<file path="src/rtl/destuff_ctrl.sv">
// rtl/destuff_ctrl.sv - CAN receive destuffing sequencer
// Paces the bit destuffer per sample point and tracks frame fields SOF..TAIL.
module destuff_ctrl #(
  parameter int IDLE_BITS = 11,
  parameter int TAIL_BITS = 10
) (
  input  logic       clock,
  input  logic       reset,
  input  logic       smplpnt,
  input  logic       sampledbit,
  input  logic       stuff,
  input  logic       stfer,
  input  logic       bitout,
  input  logic       frmabort,
  output logic       actvrstf,
  output logic       actvrdct,
  output logic       resetdst,
  output logic       bitvalid,
  output logic       bitdata,
  output logic       stuffbit,
  output logic       stferror,
  output logic       crcen,
  output logic [2:0] field,
  output logic [3:0] dlc
);

  typedef enum logic [2:0] {
    F_IDLE  = 3'd0, F_SOF = 3'd1, F_ARB  = 3'd2, F_CTRL  = 3'd3,
    F_DATA  = 3'd4, F_CRC = 3'd5, F_TAIL = 3'd6, F_ERROR = 3'd7
  } field_e;

  field_e     field_q, field_d;
  logic [1:0] phase_q, phase_d;
  logic [6:0] cnt_q, cnt_d, len_q, len_d;
  logic [3:0] idle_q, idle_d, dlc_q, dlc_d;
  logic       ide_q, ide_d, rtr_q, rtr_d;
  logic       actvrstf_q, actvrstf_d, actvrdct_q, actvrdct_d, resetdst_q, resetdst_d;
  logic       bitvalid_q, bitvalid_d, bitdata_q, bitdata_d;
  logic       stuffbit_q, stuffbit_d, stferror_q, stferror_d, crcen_q, crcen_d;
  logic [3:0] dlc_new;
  logic [6:0] data_len, cnt_inc;

  always_comb begin
    dlc_new    = {dlc_q[2:0], bitout};
    data_len   = rtr_q ? 7'd0 : (dlc_new[3] ? 7'd64 : {1'b0, dlc_new[2:0], 3'b000});
    cnt_inc    = cnt_q + 7'd1;
    field_d    = field_q;
    phase_d    = (phase_q == 2'd0) ? 2'd0 : phase_q + 2'd1;
    cnt_d      = cnt_q;
    len_d      = len_q;
    idle_d     = idle_q;
    dlc_d      = dlc_q;
    ide_d      = ide_q;
    rtr_d      = rtr_q;
    actvrstf_d = 1'b0;
    bitvalid_d = 1'b0;
    bitdata_d  = bitdata_q;
    stuffbit_d = 1'b0;
    stferror_d = 1'b0;

    // phase 1..3 is the activ/update/eval window; new sample points are ignored inside it
    if (smplpnt && phase_q == 2'd0) begin
      if (field_q != F_IDLE) begin
        actvrstf_d = 1'b1;
        phase_d    = 2'd1;
      end else if (!sampledbit) begin
        actvrstf_d = 1'b1;
        phase_d    = 2'd1;
        field_d    = F_SOF;
        cnt_d      = 7'd0;
        ide_d      = 1'b0;
        rtr_d      = 1'b0;
      end
    end

    if (phase_q == 2'd3) begin
      case (field_q)
        F_SOF, F_ARB, F_CTRL, F_DATA, F_CRC: begin
          if (stfer) begin
            stferror_d = 1'b1;
            field_d    = F_ERROR;
            cnt_d      = 7'd0;
            idle_d     = 4'd0;
          end else if (stuff) begin
            stuffbit_d = 1'b1;
          end else begin
            bitvalid_d = 1'b1;
            bitdata_d  = bitout;
            cnt_d      = cnt_inc;
            case (field_q)
              F_SOF: begin
                field_d = F_ARB;
                cnt_d   = 7'd0;
              end
              F_ARB: begin
                // bit 12 is RTR (std) or SRR (ext); ext relatches RTR at bit 32
                if (cnt_q == 7'd11 || cnt_q == 7'd31) rtr_d = bitout;
                if (cnt_q == 7'd12) ide_d = bitout;
                if ((cnt_q == 7'd12 && !bitout) || cnt_q == 7'd31) begin
                  field_d = F_CTRL;
                  cnt_d   = 7'd0;
                end
              end
              F_CTRL: begin
                if (cnt_q >= (ide_q ? 7'd2 : 7'd1)) dlc_d = dlc_new;
                if (cnt_q == (ide_q ? 7'd5 : 7'd4)) begin
                  len_d   = data_len;
                  field_d = (data_len == 7'd0) ? F_CRC : F_DATA;
                  cnt_d   = 7'd0;
                end
              end
              F_DATA: begin
                if (cnt_inc == len_q) begin
                  field_d = F_CRC;
                  cnt_d   = 7'd0;
                end
              end
              default: begin
                if (cnt_q == 7'd14) begin
                  field_d = F_TAIL;
                  cnt_d   = 7'd0;
                end
              end
            endcase
          end
        end
        F_TAIL: begin
          bitvalid_d = 1'b1;
          bitdata_d  = bitout;
          if (cnt_q == 7'(TAIL_BITS - 1)) begin
            field_d = F_IDLE;
            cnt_d   = 7'd0;
          end else begin
            cnt_d = cnt_inc;
          end
        end
        F_ERROR: begin
          if (!bitout) begin
            idle_d = 4'd0;
          end else if (idle_q == 4'(IDLE_BITS - 1)) begin
            idle_d  = 4'd0;
            field_d = F_IDLE;
          end else begin
            idle_d = idle_q + 4'd1;
          end
        end
        default: ;
      endcase
    end

    // abort drops any bit in flight; a coincident stuff error keeps its strobe
    if (frmabort && field_q != F_IDLE) begin
      field_d    = F_ERROR;
      idle_d     = 4'd0;
      cnt_d      = 7'd0;
      phase_d    = 2'd0;
      actvrstf_d = 1'b0;
      bitvalid_d = 1'b0;
      stuffbit_d = 1'b0;
    end

    resetdst_d = (field_d != F_IDLE);
    actvrdct_d = (field_d == F_TAIL) || (field_d == F_ERROR);
    crcen_d    = (field_d == F_SOF) || (field_d == F_ARB) || (field_d == F_CTRL) || (field_d == F_DATA);
  end

  always_ff @(posedge clock or negedge reset) begin
    if (!reset) begin
      field_q    <= F_IDLE;
      phase_q    <= 2'd0;
      cnt_q      <= 7'd0;
      len_q      <= 7'd0;
      idle_q     <= 4'd0;
      dlc_q      <= 4'd0;
      ide_q      <= 1'b0;
      rtr_q      <= 1'b0;
      actvrstf_q <= 1'b0;
      actvrdct_q <= 1'b0;
      resetdst_q <= 1'b0;
      bitvalid_q <= 1'b0;
      bitdata_q  <= 1'b0;
      stuffbit_q <= 1'b0;
      stferror_q <= 1'b0;
      crcen_q    <= 1'b0;
    end else begin
      field_q    <= field_d;
      phase_q    <= phase_d;
      cnt_q      <= cnt_d;
      len_q      <= len_d;
      idle_q     <= idle_d;
      dlc_q      <= dlc_d;
      ide_q      <= ide_d;
      rtr_q      <= rtr_d;
      actvrstf_q <= actvrstf_d;
      actvrdct_q <= actvrdct_d;
      resetdst_q <= resetdst_d;
      bitvalid_q <= bitvalid_d;
      bitdata_q  <= bitdata_d;
      stuffbit_q <= stuffbit_d;
      stferror_q <= stferror_d;
      crcen_q    <= crcen_d;
    end
  end

  assign actvrstf = actvrstf_q;
  assign actvrdct = actvrdct_q;
  assign resetdst = resetdst_q;
  assign bitvalid = bitvalid_q;
  assign bitdata  = bitdata_q;
  assign stuffbit = stuffbit_q;
  assign stferror = stferror_q;
  assign crcen    = crcen_q;
  assign field    = field_q;
  assign dlc      = dlc_q;

endmodule

</file>
<file path="config.mk">
export PLATFORM = sky130hd
export DESIGN_NAME = destuff_ctrl
export DESIGN_NICKNAME = d
export VERILOG_FILES = /design/src/rtl/destuff_ctrl.sv
export SDC_FILE = /design/constraint.sdc
export NUM_CORES = 1
export LEC_CHECK = 0
export BUFFER_PORTS_ARGS = -buffer_cell sky130_fd_sc_hd__buf_2
export CAP_MARGIN = 20
export CORE_UTILIZATION = 50
export CTS_BUF_LIST = sky130_fd_sc_hd__clkbuf_4 sky130_fd_sc_hd__clkbuf_8
export DETAILED_ROUTE_END_ITERATION = 12
export HOLD_SLACK_MARGIN = 0.06
export MAX_ROUTING_LAYER = met4
export PLACE_DENSITY_LB_ADDON = 0.2
export SLEW_MARGIN = 40
export SYNTH_ARGS = -nofsm -noshare
export SYNTH_HDL_FRONTEND = slang
export SYNTH_SLANG_ARGS = --single-unit
</file>
<file path="constraint.sdc">
create_clock -name clock -period 3.3 [get_ports clock]
set_clock_uncertainty 0.05 [all_clocks]
set_input_delay 0.33 -clock clock [delete_from_list [all_inputs] [get_ports clock]]
set_output_delay 0.33 -clock clock [all_outputs]
set_load 0.005 [all_outputs]
</file>
==> metrics.cfg <==
[status]
status = complete, no violations

[detailed_routing]
number_of_nets_with_antenna_violations_after_detailed_routing = 0
routed_length_on_met1_um = 2658
route.detailed.wl_per_inst_um = 16.27
detailroute.via_count = 2133
drc_errors = 0
firstDrtPassIters = 5
top_layer = met4
met2WireLength_um = 2518
met3RoutedLength_um = 492
finalWirelength_um = 5792
drt_iter0_markers = 332
viasPerCell = 5.992

[synthesis]
synth_seq_cells = 34
synth_top_area_frac = 0.3431
post_synth_top_cells = dfrtp_1 (34), nor2_1 (24), nand2_1 (23)
synth.cell_area_um2 = 2480
postSynth.asyncResetShare = 1.000
synthTopCellsByArea = dfrtp_1 (34%), ha_1 (5.5%), nor2_1 (3.6%)
synth.yosys.seq_area_share = 0.3431
synth_fp_nets = 293
synth_cell_type_count = 66
synth_flop_cell = dfrtp_1
synth_enable_flop_cells = 0
number_of_warnings_reported_in_the_yosys_synthesis_log = 0
synth.most_common_cell = dfrtp_1
synthesis.area_per_instance_um2 = 9.051
post_synth_inst_count = 274
most_area_hungry_cell_type_in_the_yosys_netlist = dfrtp_1

[clocking]
postCtsResizedCells = 0
root_buffer = clkbuf_8
clock_latency_ps = 290
cts_inserted_buffers = 5
cts_hold_buf = 0
worst_setup_hold_path_clk_slew_ps = 70
numClockSinks = 34
postCtsSetupRepairBufs = 0
cts-root-to-sink-buffers = 2
cts_max_level = 2
tritoncts = built

[final_layout]
antenna-diode-count = 0
drive_gt1_frac = 0.2111
multi_input_area_um2 = 1479
layout.area.seq_um2 = 850.8
layout.nets = 307
post_layout_nonfiller_instances = 356
layout-area-overhead-vs-synth_pct = 8.375
design_area_um2 = 2688
filler_cell_count = 449

[sta]
max-slew-margin-rel = 0.5054
timing_max_transition_violations_final = 0
finalHoldViolCount = 0
final_min_period_over_clock_period = 0.7484
maxClockFrequency_mhz = 404.9
grt_setup_unrepaired = no
min_period_ps = 2470
final-setup-viol-count = 0
setup_tns_ps = 0
max_slew.worst_pin.slew_ps = 741.9

[place]
post_detailed_placement_half_perimeter_wirelength_um = 4134
postPlaceCellArea_um2 = 2580
place_congestion = 0.9125
place.port_buffers = 22
dpl.cell_count = 347

[critical_path]
startpoint_type = flip-flop
r2r.worst_path.cells = 6
critPathKind = reg -> reg
worst_ep_arrival_time_ps = 2600
library_cell_contributing_the_largest_single_delay_on_the_critical_path = dfrtp_1
crit_path_max_fanout = 26
setup.reg_to_reg.worst_slack_ps = 830
critical-path-max-stage-delay_ps = 660
critical_path.endpoint_type = flip-flop
worstReg2RegStart = field[0]
required_time_reported_for_the_critical_path_endpoint_ps = 3430
critical_path.cell_chain = nor3_1 > nor2_2 > a211o_1 > a2111oi_2 > o21ai_2 > or2_1
worstReg2RegEnd = resetdst

[grt]
grt_start_max_net_pins = 35
gr-total-overflow = 0
grt_pass1_wl_um = 9453
number_of_antenna_violations_at_the_first_check_in_global_routing = 0
grt_usage = 0.2469
first_global_vias = 1835

[floorplanning]
die_x_um = 72.43
die_area_um2 = 5245
num_io_pins = 23
initial_utilization = 0.5216
rows = 25
fp.coreArea_um2 = 4755
dieHeight_um = 72.43

[worst_hold_path]
cells_on_worst_hold_path = 3
min-delay-path-class = in -> reg
min_delay_src = stfer
worst_hold_path_endpoint = stferror

[power_and_ir_drop]
power_density_nw_per_um2 = 298.1
power.ir.vdd_worst_mv = 0.2459
cellLeakagePower_nw = 1.135

[run]
max_cap_viol_count = 0

[kinds of logic (layout without fill, tap and decap cells)]
| kind of cell | count (synthesis) | count (layout) | synth area share |
|---|---|---|---|
| flip-flops | 34 | 34 | 0.3431 |
| buffers and inverters | 31 | 46 | 0.06155 |
| adder cells (fa/ha/maj) | 11 | 11 | 0.05550 |
| AO/OA/AOI/OAI | 69 | 69 | 0.2185 |
| XOR/XNOR | 10 | 10 | 0.04137 |
| multiplexers | 7 | 7 | 0.03179 |
| AND/OR/NAND/NOR | 112 | 112 | 0.2482 |
[how the worst max path moves through the flow]
stage / cells past startpoint / slack [ps] / start / endpoint
finish: 6 / 830 / field[0] / resetdst
global route: 6 / 640 / field[0] / resetdst
CTS: 8 / 830 / cnt_q[0] / resetdst
detailed placement: 8 / 860 / cnt_q[0] / resetdst
global placement: 6 / 860 / field[0] / cnt_q[4]
floorplan: 8 / 1050 / cnt_q[0] / resetdst
[layer usage]
metal / GRT usage / vias to the layer above
li1: - / 1021
met1: 0.3544 / 989
met2: 0.3344 / 112
met3: 0.06250 / 11
met4: 0.08932 / 0
met5: - / -
[layout by cell type, fill, tap and decap left out, types with 2 or more instances in the layout]
| cell type | count |
|---|---|
| inv_1 | 15 |
| buf_2 | 21 |
| nor2_1 | 23 |
| o22ai_1 | 3 |
| o2111a_1 | 2 |
| a31oi_1 | 2 |
| nor2b_1 | 4 |
| o221a_2 | 2 |
| dfrtp_1 | 34 |
| a211o_1 | 3 |
| and4_1 | 2 |
| nor3_1 | 12 |
| xor2_1 | 3 |
| nor3b_1 | 3 |
| ha_1 | 11 |
| xnor2_2 | 2 |
| a21oi_1 | 12 |
| a211oi_1 | 3 |
| xnor2_1 | 5 |
| nand4_1 | 5 |
| o21ai_1 | 6 |
| and2_1 | 3 |
| nand2b_1 | 2 |
| and3_1 | 7 |
| mux2_2 | 7 |
| nand2_1 | 23 |
| clkbuf_8 | 6 |
| o211ai_1 | 2 |
| o221ai_1 | 2 |
| o21ai_0 | 15 |
| nand3_1 | 11 |
| or3_1 | 2 |
[flip-flops by register name, indices dropped and copies added, names as in the netlist]
| name | cells |
|---|---|
| rtr_q | 1 |
| field | 3 |
| idle_q | 4 |
| bitvalid | 1 |
| len_q | 4 |
| bitdata | 1 |
| resetdst | 1 |
| dlc | 4 |
| crcen | 1 |
| stferror | 1 |
| actvrdct | 1 |
| stuffbit | 1 |
| ide_q | 1 |
| actvrstf | 1 |
| cnt_q | 7 |
| phase_q | 2 |
[stage by stage]
| stage | power [W] | worst slack (ps) | hold WS [ps] | util |
|---|---|---|---|---|
| after floorplan | 0.0004517 | 1048 | -15.59 | - |
| after global placement | 0.0004712 | 861.4 | 403.5 | 0.5421 |
| after detailed placement | 0.0004713 | 858.7 | 411.0 | 0.5426 |
| after CTS | 0.0008049 | 830.4 | 97.14 | 0.5626 |
| after global routing | 0.0008294 | 637.8 | 315.6 | 0.5653 |
| final | 0.0008013 | 830.3 | 312.0 | 0.5653 |
[area by class of cell]
class,instances,area share
clock buffer,7,0.03352
clock inverter,1,0.001862
inverter,15,0.02095
multi-input combinational,209,0.5503
sequential,34,0.3166
tap,67,0.03119
timing repair buffer,23,0.04562
[critical path, delay by kind of cell (launching register included)]
kind / cells / cell delay (ps)
DFF: 1 / 660
AOI/OAI and AO/OA: 3 / 670
and+or+nand+nor: 3 / 980
[power by group]
part	switching, W	internal [W]	leakage, nW
combinational	0.0000308	0.0000122	0.646
clock	0.000160	0.000177	0.0517
sequential	0.00000175	0.000420	0.437
total	0.000193	0.000608	1.13
No activity file was read; power rests on OpenSTA's default activity.
